==> config.mk <==
export PLATFORM = sky130hd
export DESIGN_NAME = io_hub_irq
export DESIGN_NICKNAME = d
export VERILOG_FILES = /design/src/rtl/io_hub_irq_pkg.sv /design/src/rtl/io_hub_irq_in_channel.sv /design/src/rtl/io_hub_irq.sv
export SDC_FILE = /design/constraint.sdc
export NUM_CORES = 1
export LEC_CHECK = 0
export CAP_MARGIN = 20
export CORE_UTILIZATION = 35
export DETAILED_ROUTE_END_ITERATION = 12
export GPL_TIMING_DRIVEN = 0
export MAX_ROUTING_LAYER = met4
export PLACE_DENSITY = 0.66
export RECOVER_POWER = 100
export SETUP_SLACK_MARGIN = 0.15
export SYNTH_ARGS = -nofsm -noshare
export SYNTH_HDL_FRONTEND = slang
export SYNTH_HIERARCHICAL = 1
export SYNTH_SLANG_ARGS = --single-unit
==> constraint.sdc <==
create_clock -name clk -period 2.2 [get_ports clk]
set_input_delay 0.33 -clock clk [delete_from_list [all_inputs] [get_ports clk]]
set_output_delay 0.33 -clock clk [all_outputs]
set_load 0.02 [all_outputs]
==> src/rtl/io_hub_irq_pkg.sv <==
// Address decode constants shared by the IO hub and its input channels.
// Latency: n/a (constants only).
// Backpressure: n/a.
package io_hub_pkg;

  localparam logic [3:0] IO_TAG   = 4'hf;

  // output channel register offsets (addr[3:2])
  localparam logic [1:0] REG_DATA = 2'd0;
  localparam logic [1:0] REG_SET  = 2'd1;
  localparam logic [1:0] REG_CLR  = 2'd2;
  localparam logic [1:0] REG_RSVD = 2'd3;

  // input channel register offsets (addr[3:2]); DATA shares offset 0
  localparam logic [1:0] REG_EDGE = 2'd1;
  localparam logic [1:0] REG_MASK = 2'd2;
  localparam logic [1:0] REG_CFG  = 2'd3;

  // CFG bit positions
  localparam int CFG_RISE = 0;
  localparam int CFG_FALL = 1;

endpackage

==> src/rtl/io_hub_irq_in_channel.sv <==
// Input PIO channel: 2-flop sync, edge capture into sticky W1C flags, mask, irq.
// Latency: input change visible on DATA after 2 edges, EDGE/irq after 3; reads combinational.
// Backpressure: none; writes always accepted, a pulse shorter than a clock may be missed.
module io_in_channel
  import io_hub_pkg::*;
#(
  parameter int WIDTH = 16
) (
  input  logic             clk,
  input  logic             resetn,
  input  logic [WIDTH-1:0] pin,
  input  logic             wr,
  input  logic [1:0]       rsel,
  input  logic [31:0]      wdat,
  output logic [31:0]      rdat,
  output logic             irq
);

  logic [WIDTH-1:0] s1, s2, prev;
  logic [WIDTH-1:0] edge_q, mask_q;
  logic [1:0]       cfg_q;
  logic [WIDTH-1:0] det, clr;
  logic             unused_wdat;

  assign unused_wdat = ^wdat;

  // transition detect on the synchronised value, qualified by the capture mode
  assign det = ({WIDTH{cfg_q[CFG_RISE]}} &  s2 & ~prev)
             | ({WIDTH{cfg_q[CFG_FALL]}} & ~s2 &  prev);

  assign clr = (wr && rsel == REG_EDGE) ? wdat[WIDTH-1:0] : '0;

  // synchroniser, sticky edge flags (detect beats clear) and config registers
  always_ff @(posedge clk or negedge resetn) begin
    if (!resetn) begin
      s1     <= '0;
      s2     <= '0;
      prev   <= '0;
      edge_q <= '0;
      mask_q <= '0;
      cfg_q  <= '0;
    end else begin
      s1     <= pin;
      s2     <= s1;
      prev   <= s2;
      edge_q <= (edge_q & ~clr) | det;
      if (wr && rsel == REG_MASK) mask_q <= wdat[WIDTH-1:0];
      if (wr && rsel == REG_CFG)  cfg_q  <= wdat[1:0];
    end
  end

  // register read mux, zero-extended to the bus width
  always_comb begin
    rdat = '0;
    case (rsel)
      REG_DATA: rdat = 32'(s2);
      REG_EDGE: rdat = 32'(edge_q);
      REG_MASK: rdat = 32'(mask_q);
      default:  rdat = 32'(cfg_q);
    endcase
  end

  assign irq = |(edge_q & mask_q);

endmodule

==> src/rtl/io_hub_irq.sv <==
// Data bus splitter: data memory vs. output PIO (atomic set/clr) and input PIO with irq.
// Latency: reads combinational (zero cycle); writes land at the strobe edge.
// Backpressure: none; the single-cycle core never stalls, every access completes.
module io_hub_irq
  import io_hub_pkg::*;
#(
  parameter int N_OUT = 4,
  parameter int N_IN  = 4,
  parameter int WIDTH = 16
) (
  input  logic                   clk,
  input  logic                   resetn,
  input  logic [31:0]            addr,
  input  logic [31:0]            datain,
  input  logic                   we,
  input  logic [31:0]            memout,
  output logic [31:0]            dataout,
  output logic                   wmem,
  output logic [N_OUT*WIDTH-1:0] pio_out,
  input  logic [N_IN*WIDTH-1:0]  pio_in,
  output logic                   irq
);

  logic                 io;
  logic [3:0]           ch;
  logic [1:0]           rsel;
  logic                 io_wr;
  logic [31:0]          io_rdat;
  logic [N_IN-1:0][31:0] in_rdat;
  logic [N_IN-1:0]      in_irq;
  logic                 unused_addr;

  assign io          = (addr[31:28] == IO_TAG);
  assign ch          = addr[27:24];
  assign rsel        = addr[3:2];
  assign io_wr       = we & io;
  assign wmem        = we & ~io;
  assign unused_addr = ^{addr[23:4], addr[1:0]};

  genvar c, i;

  for (c = 0; c < N_OUT; c++) begin : g_out
    logic [WIDTH-1:0] q;
    logic             wr;
    assign wr = io_wr && (ch == 4'(c));

    // output DATA register with atomic set/clear aliases
    always_ff @(posedge clk or negedge resetn) begin
      if (!resetn) begin
        q <= '0;
      end else if (wr) begin
        case (rsel)
          REG_DATA: q <= datain[WIDTH-1:0];
          REG_SET:  q <= q |  datain[WIDTH-1:0];
          REG_CLR:  q <= q & ~datain[WIDTH-1:0];
          default:  q <= q;
        endcase
      end
    end

    assign pio_out[c*WIDTH +: WIDTH] = q;
  end

  for (i = 0; i < N_IN; i++) begin : g_in
    io_in_channel #(.WIDTH(WIDTH)) u_in (
      .clk    (clk),
      .resetn (resetn),
      .pin    (pio_in[i*WIDTH +: WIDTH]),
      .wr     (io_wr && (ch == 4'(N_OUT + i))),
      .rsel   (rsel),
      .wdat   (datain),
      .rdat   (in_rdat[i]),
      .irq    (in_irq[i])
    );
  end

  // IO read mux by channel index; unmapped indices read 0
  always_comb begin
    io_rdat = '0;
    for (int k = 0; k < N_OUT; k++) begin
      if (ch == 4'(k) && rsel != REG_RSVD) io_rdat = 32'(pio_out[k*WIDTH +: WIDTH]);
    end
    for (int k = 0; k < N_IN; k++) begin
      if (ch == 4'(N_OUT + k)) io_rdat = in_rdat[k];
    end
  end

  assign dataout = io ? io_rdat : memout;
  assign irq     = |in_irq;

endmodule
# Yosys cells after proc, flatten, opt, wreduce, memory -nomap -nowiden
# Index checks and enable logic that the tools add are counted.
# classes
eq_ne	12
n_mux	21
n_bitwise	56
n_reduce_logical	32
# ops
operator	count
16-bit AND	28
16-bit case mux with 3 select lines	8
32-bit 2-to-1 mux	8
16-bit NOT	13
16-bit OR	12
16-bit 2-to-1 mux	5
64-bit OR reduction	1
1-bit logical AND	24
4-bit by 3-bit == test with 1-bit output (second input constant)	4
4-bit by 2-bit == test with 1-bit output (second input constant)	2
2-bit AND reduction	4
2-bit == test (second input constant)	2
4-bit by 1-bit == test with 1-bit output (second input constant)	1
4-bit == test (second input constant)	1
4-bit logical NOT	1
3-bit nonzero test	1
1-bit AND	2
2-bit by 1-bit == test with 1-bit output (second input constant)	1
2-bit logical NOT	1
2-bit inequality test (second input constant)	1
1-bit NOT	1
# totals
regBits	392
inputBits	163
output_inout_bits	98
word_cells	149

# Logic depth before layout (Yosys ltp)
# depth
depth_word	11
ltp_mapped	10
depth_no_buf	7

# Hierarchy
# Netlist, hierarchy kept.
# by_module_without_submodules
module	n_inst	cells_each	area_each_um2	seq_area_each_um2
io_in_channel	4	266	3334.4	2052.0
io_hub_irq	1	519	4601.9	1601.5

# Worst setup path after synthesis
# OpenSTA, ideal clock, no wires.
# synth_timing
path_type	input -> register
startpoint	in addr[27]
endpoint	reg g_in[2].u_in.edge_q[10]
setup_time_ps	118
t_arrival_ps	2264
required_time_ps	2082
slack_ps	-182
cell_stages	10
n_path_buf	5
path_cell_list	buf_2 -> nand2b_1 -> clkbuf_1 -> clkbuf_1 -> nor4_1 -> and3b_1 -> clkbuf_2 -> buf_4 -> nand2_1 -> a21o_1
# synth_between
elab_chain_len	7
# synth_lines
element	line	text
from (decl)	io_hub_irq.sv:13	input logic [31:0] addr,
4-bit by 3-bit == test with 1-bit output	io_hub_irq.sv:69	.wr (io_wr && (ch == 4'(N_OUT + i))),
1-bit logical AND	io_hub_irq.sv:69	
1-bit logical AND	io_hub_irq_in_channel.sv:31	assign clr = (wr && rsel == REG_EDGE) ? wdat[WIDTH-1:0] : '0;
16-bit 2-to-1 mux	io_hub_irq_in_channel.sv:31	
16-bit NOT	io_hub_irq_in_channel.sv:46	edge_q <= (edge_q & ~clr) | det;
16-bit AND	io_hub_irq_in_channel.sv:46	
16-bit OR	io_hub_irq_in_channel.sv:46	
to (signal assigned)	io_hub_irq_in_channel.sv:46	
to (decl)	io_hub_irq_in_channel.sv:20	logic [WIDTH-1:0] edge_q, mask_q;
# Every way passes these cells.
# A chain may end at the register's enable or synchronous reset.

# Worst setup path after layout
# layout_timing
startpoint	reg g_in[1].u_in.edge_q[6]
endpoint	out irq
# layout_between
elab_chain_len	2
# layout_lines
element	line	text
from (decl)	io_hub_irq_in_channel.sv:20	
from (signal assigned)	io_hub_irq_in_channel.sv:46	
16-bit AND	io_hub_irq_in_channel.sv:63	assign irq = |(edge_q & mask_q);
64-bit OR reduction	io_hub_irq.sv:89	assign irq = |in_irq;
to (decl)	io_hub_irq.sv:21	output logic irq
# Every way passes these cells.

==> results.json <==
{
  "hold_violations": 0,
  "design.core.area_um2": 50400,
  "synth-edff-count": 0,
  "gr-usage-all-layers_pct": 23.0,
  "ys_types": 48,
  "postRouteAntennaNets": 0,
  "max_stage_delay_ps": 610,
  "finalPower_mw": 18.2,
  "synth.yosys.warnings": 6,
  "grt_pass1_vias": 14200,
  "path_clk_slew_ps": 60,
  "route.detailed.wl_per_inst_um": 21.9,
  "drt_iter0_markers": 1210,
  "setup_tns_ps": -30010,
  "required_ps": 1870,
  "die_w_um": 228,
  "startpoint_type": "flop",
  "rsz0062_at_grt": "yes",
  "path_max_fanout": 3,
  "cts_max_level": 2,
  "relSlewSlack_pct": 18.7,
  "clk_latency_ps": 570,
  "vias": 14200,
  "end_kind": "primary output",
  "layout_commonest_cell": "dfrtp_1",
  "ys_seq_area_share_pct": 54.7,
  "finalSetupViolCount": 159,
  "p_per_area_nw_per_um2": 771,
  "max_freq_ghz": 0.347,
  "die_area_um2": 52200,
  "regArea_um2": 9810,
  "r2r_setup_slack_ps": 790,
  "multi_input_area_um2": 7520,
  "worst_pin_slew_ps": 1220,
  "routabilityCongestion": 0.922,
  "sw_frac_of_total_pct": 25.4,
  "avgSynthCellArea_um2": 11.3,
  "min_path_type": "primary input to flop",
  "drive_gt1_share_pct": 23.3,
  "fin_nets": 2139,
  "final_cell_mix": "dfrtp_1 (391), nand2_1 (256), a21oi_1 (158)",
  "p_int_mw": 13.6,
  "numCtsBuffers": 44,
  "ys_async_sr_fraction_pct": 100,
  "via_per_inst": 5.31,
  "clock_path_buffers": 3,
  "utilization_pct": 46.8,
  "combPwrFrac_pct": 11.9,
  "status": "complete, but fails checks",
  "p_sw_mw": 4.61,
  "critical_path.top_delay_family": "simple AND/OR/NAND/NOR gates",
  "area_growth_pct": 31.5,
  "grt_max_degree": 122,
  "cts_tree": "built",
  "die_h_um": 228,
  "setup_ws_ps": -682,
  "overflow": 0,
  "num_io_pins": 261,
  "antenna_found_initial": 1,
  "fin_crit_ps": 2880,
  "rows": 82,
  "ir_worst_vdd_mv": 0.491,
  "first_pass_iters": 5,
  "fin_skew_ps": 9.80,
  "nFillCells": 4613,
  "fin_crit_sh_pct": 131,
  "cts_root_buffer": "clkbuf_16",
  "dpl.hpwl_mm": 42.3,
  "syn_area_um2": 17900,
  "syn_inst": 1583,
  "drt-total-wl_mm": 58.6,
  "ys_ff_latch": 392,
  "worstPathCellList": "a22o_1, a221oi_1, nand4_1, or4_4, buf_6",
  "cts.sinks": 392,
  "start_util_pct": 35.6,
  "cp_num_buf_inv": 1,
  "drv_cap": 0,
  "power.share.clock_pct": 43.8,
  "port_buffers": 222,
  "dpl-instance-area_um2": 21400,
  "drc": 0,
  "cp.arrival_ps": 2550,
  "grt_first_pass_wirelength_mm": 88.3,
  "p_leak_nw": 11.2,
  "seqPwrFrac_pct": 44.3,
  "worstSetupPathType": "flop to primary output",
  "slew_violations": 0,
  "violations": "negative setup slack",
  "ys.flop_type": "dfrtp_1",
  "cpMaxStageDelayCell": "or4_4",
  "stdcell_area_um2": 23600
}
[repair_timing]
item / 4_1_cts / 5_1_grt
setup endpoints to repair: 236 / 90
gates resized for setup: 325 / 70
pin swaps: 62 / 45
hold buffers: 1 / 0
endpoints found under the hold margin: 86 / 0
cloned: 0 / 2
buffers inserted: 31 / 24
[layout make-up]
type	instances	area share [%]
Timing Repair Buffer	285	10.9
Clock buffer	57	5.26
Inverter	6	0.111
Tap cell	672	3.56
Multi-Input combinational cell	1084	31.9
Sequential cell	392	41.6
Clock inverter	22	1.38
Antenna cell	1	0.0106
Buffer	160	5.26
[metal layers]
metal  global-route usage [%]  wire, um  vias to the layer above
li1                         -         -                     6382
met1                     29.7     24600                     7139
met2                     35.6     27300                      576
met3                     5.28      4780                      117
met4                     7.49      1900                        0
met5                        -         0                        -
[cells in the mapped netlist (32+ instances only)]
library cell,instances,area share (%)
dfrtp_1,392,55
o22ai_1,59,2.1
a21o_1,79,3.3
nand2_1,261,5.5
a21oi_1,160,4.5
mux2i_1,56,3.1
mux2_4,40,3.3
o21ai_0,113,3.2
a22o_1,32,1.6
buf_2,32,0.89
mux2_2,47,3.0
buf_4,83,3.5
[worst reg2reg max path, stage by stage (launching register included)]
cell,delay [ps]
dfrtp_1,370
buf_6,120
buf_4,120
buf_4,160
buf_2,180
nand3b_1,100
o21ai_0,100
a21o_1,160
[state kept, by name, summed over array words and instances (netlist names)]
signal and cells:
g_in.u_in/s1 64, g_in.u_in/prev 64, g_in.u_in/cfg_q 8, g_in.u_in/edge_q 64, g_in.u_in/s2 64, g_in.u_in/mask_q 64
g_out.q 64
[path summary, 6_finish.rpt]
kind,start,to,cells past startpoint
max,g_in[1].u_in/edge_q[6]$_DFF_PN0_,irq,5
min,pio_in[54],g_in[3].u_in/s1[6]$_DFF_PN0_,1
max reg2reg,g_in[2].u_in/cfg_q[1]$_DFFE_PN0P_,g_in[2].u_in/edge_q[15]$_DFF_PN0_,7
min reg2reg,g_in[1].u_in/s1[11]$_DFF_PN0_,g_in[1].u_in/s2[11]$_DFF_PN0_,0
max in group asynchronous,resetn,g_in[1].u_in/s2[4]$_DFF_PN0_,4
min in group asynchronous,resetn,g_in[3].u_in/edge_q[0]$_DFF_PN0_,2
[through the flow]
stage          setup WS (ps)  cells  hold WS [ps]
2_1_floorplan            108   1643          34.4
3_3_place_gp          -16230   2537           336
3_5_place_dp           -2050   2541           335
4_1_cts                 -707   2652           169
5_1_grt                 -678   2678           295
6_report                -682   2679           307
[cells by family (layout without fill, tap and decap cells)]
family | count (synthesis) | in the layout | synth area share, %
AOI/OAI and AO/OA | 503 | 503 | 17.3
DFF | 392 | 392 | 54.7
and+or+nand+nor | 346 | 346 | 9.22
muxes | 168 | 168 | 12.6
buffers and inverters | 167 | 530 | 5.90
other | 4 | 65 | 0.0837
adders and majority gates | 3 | 3 | 0.209
[power groups by stage]
stage               logic, mW  clock network, mW  registers, mW
global route             2.32               8.38           8.11
floorplan                1.01                  0           8.10
global placement         2.02                  0           8.17
detailed placement       2.07                  0           8.18
finish                   2.17               7.97           8.06
CTS                      2.17               8.12           8.05
No activity file was read; power rests on OpenSTA's default activity.
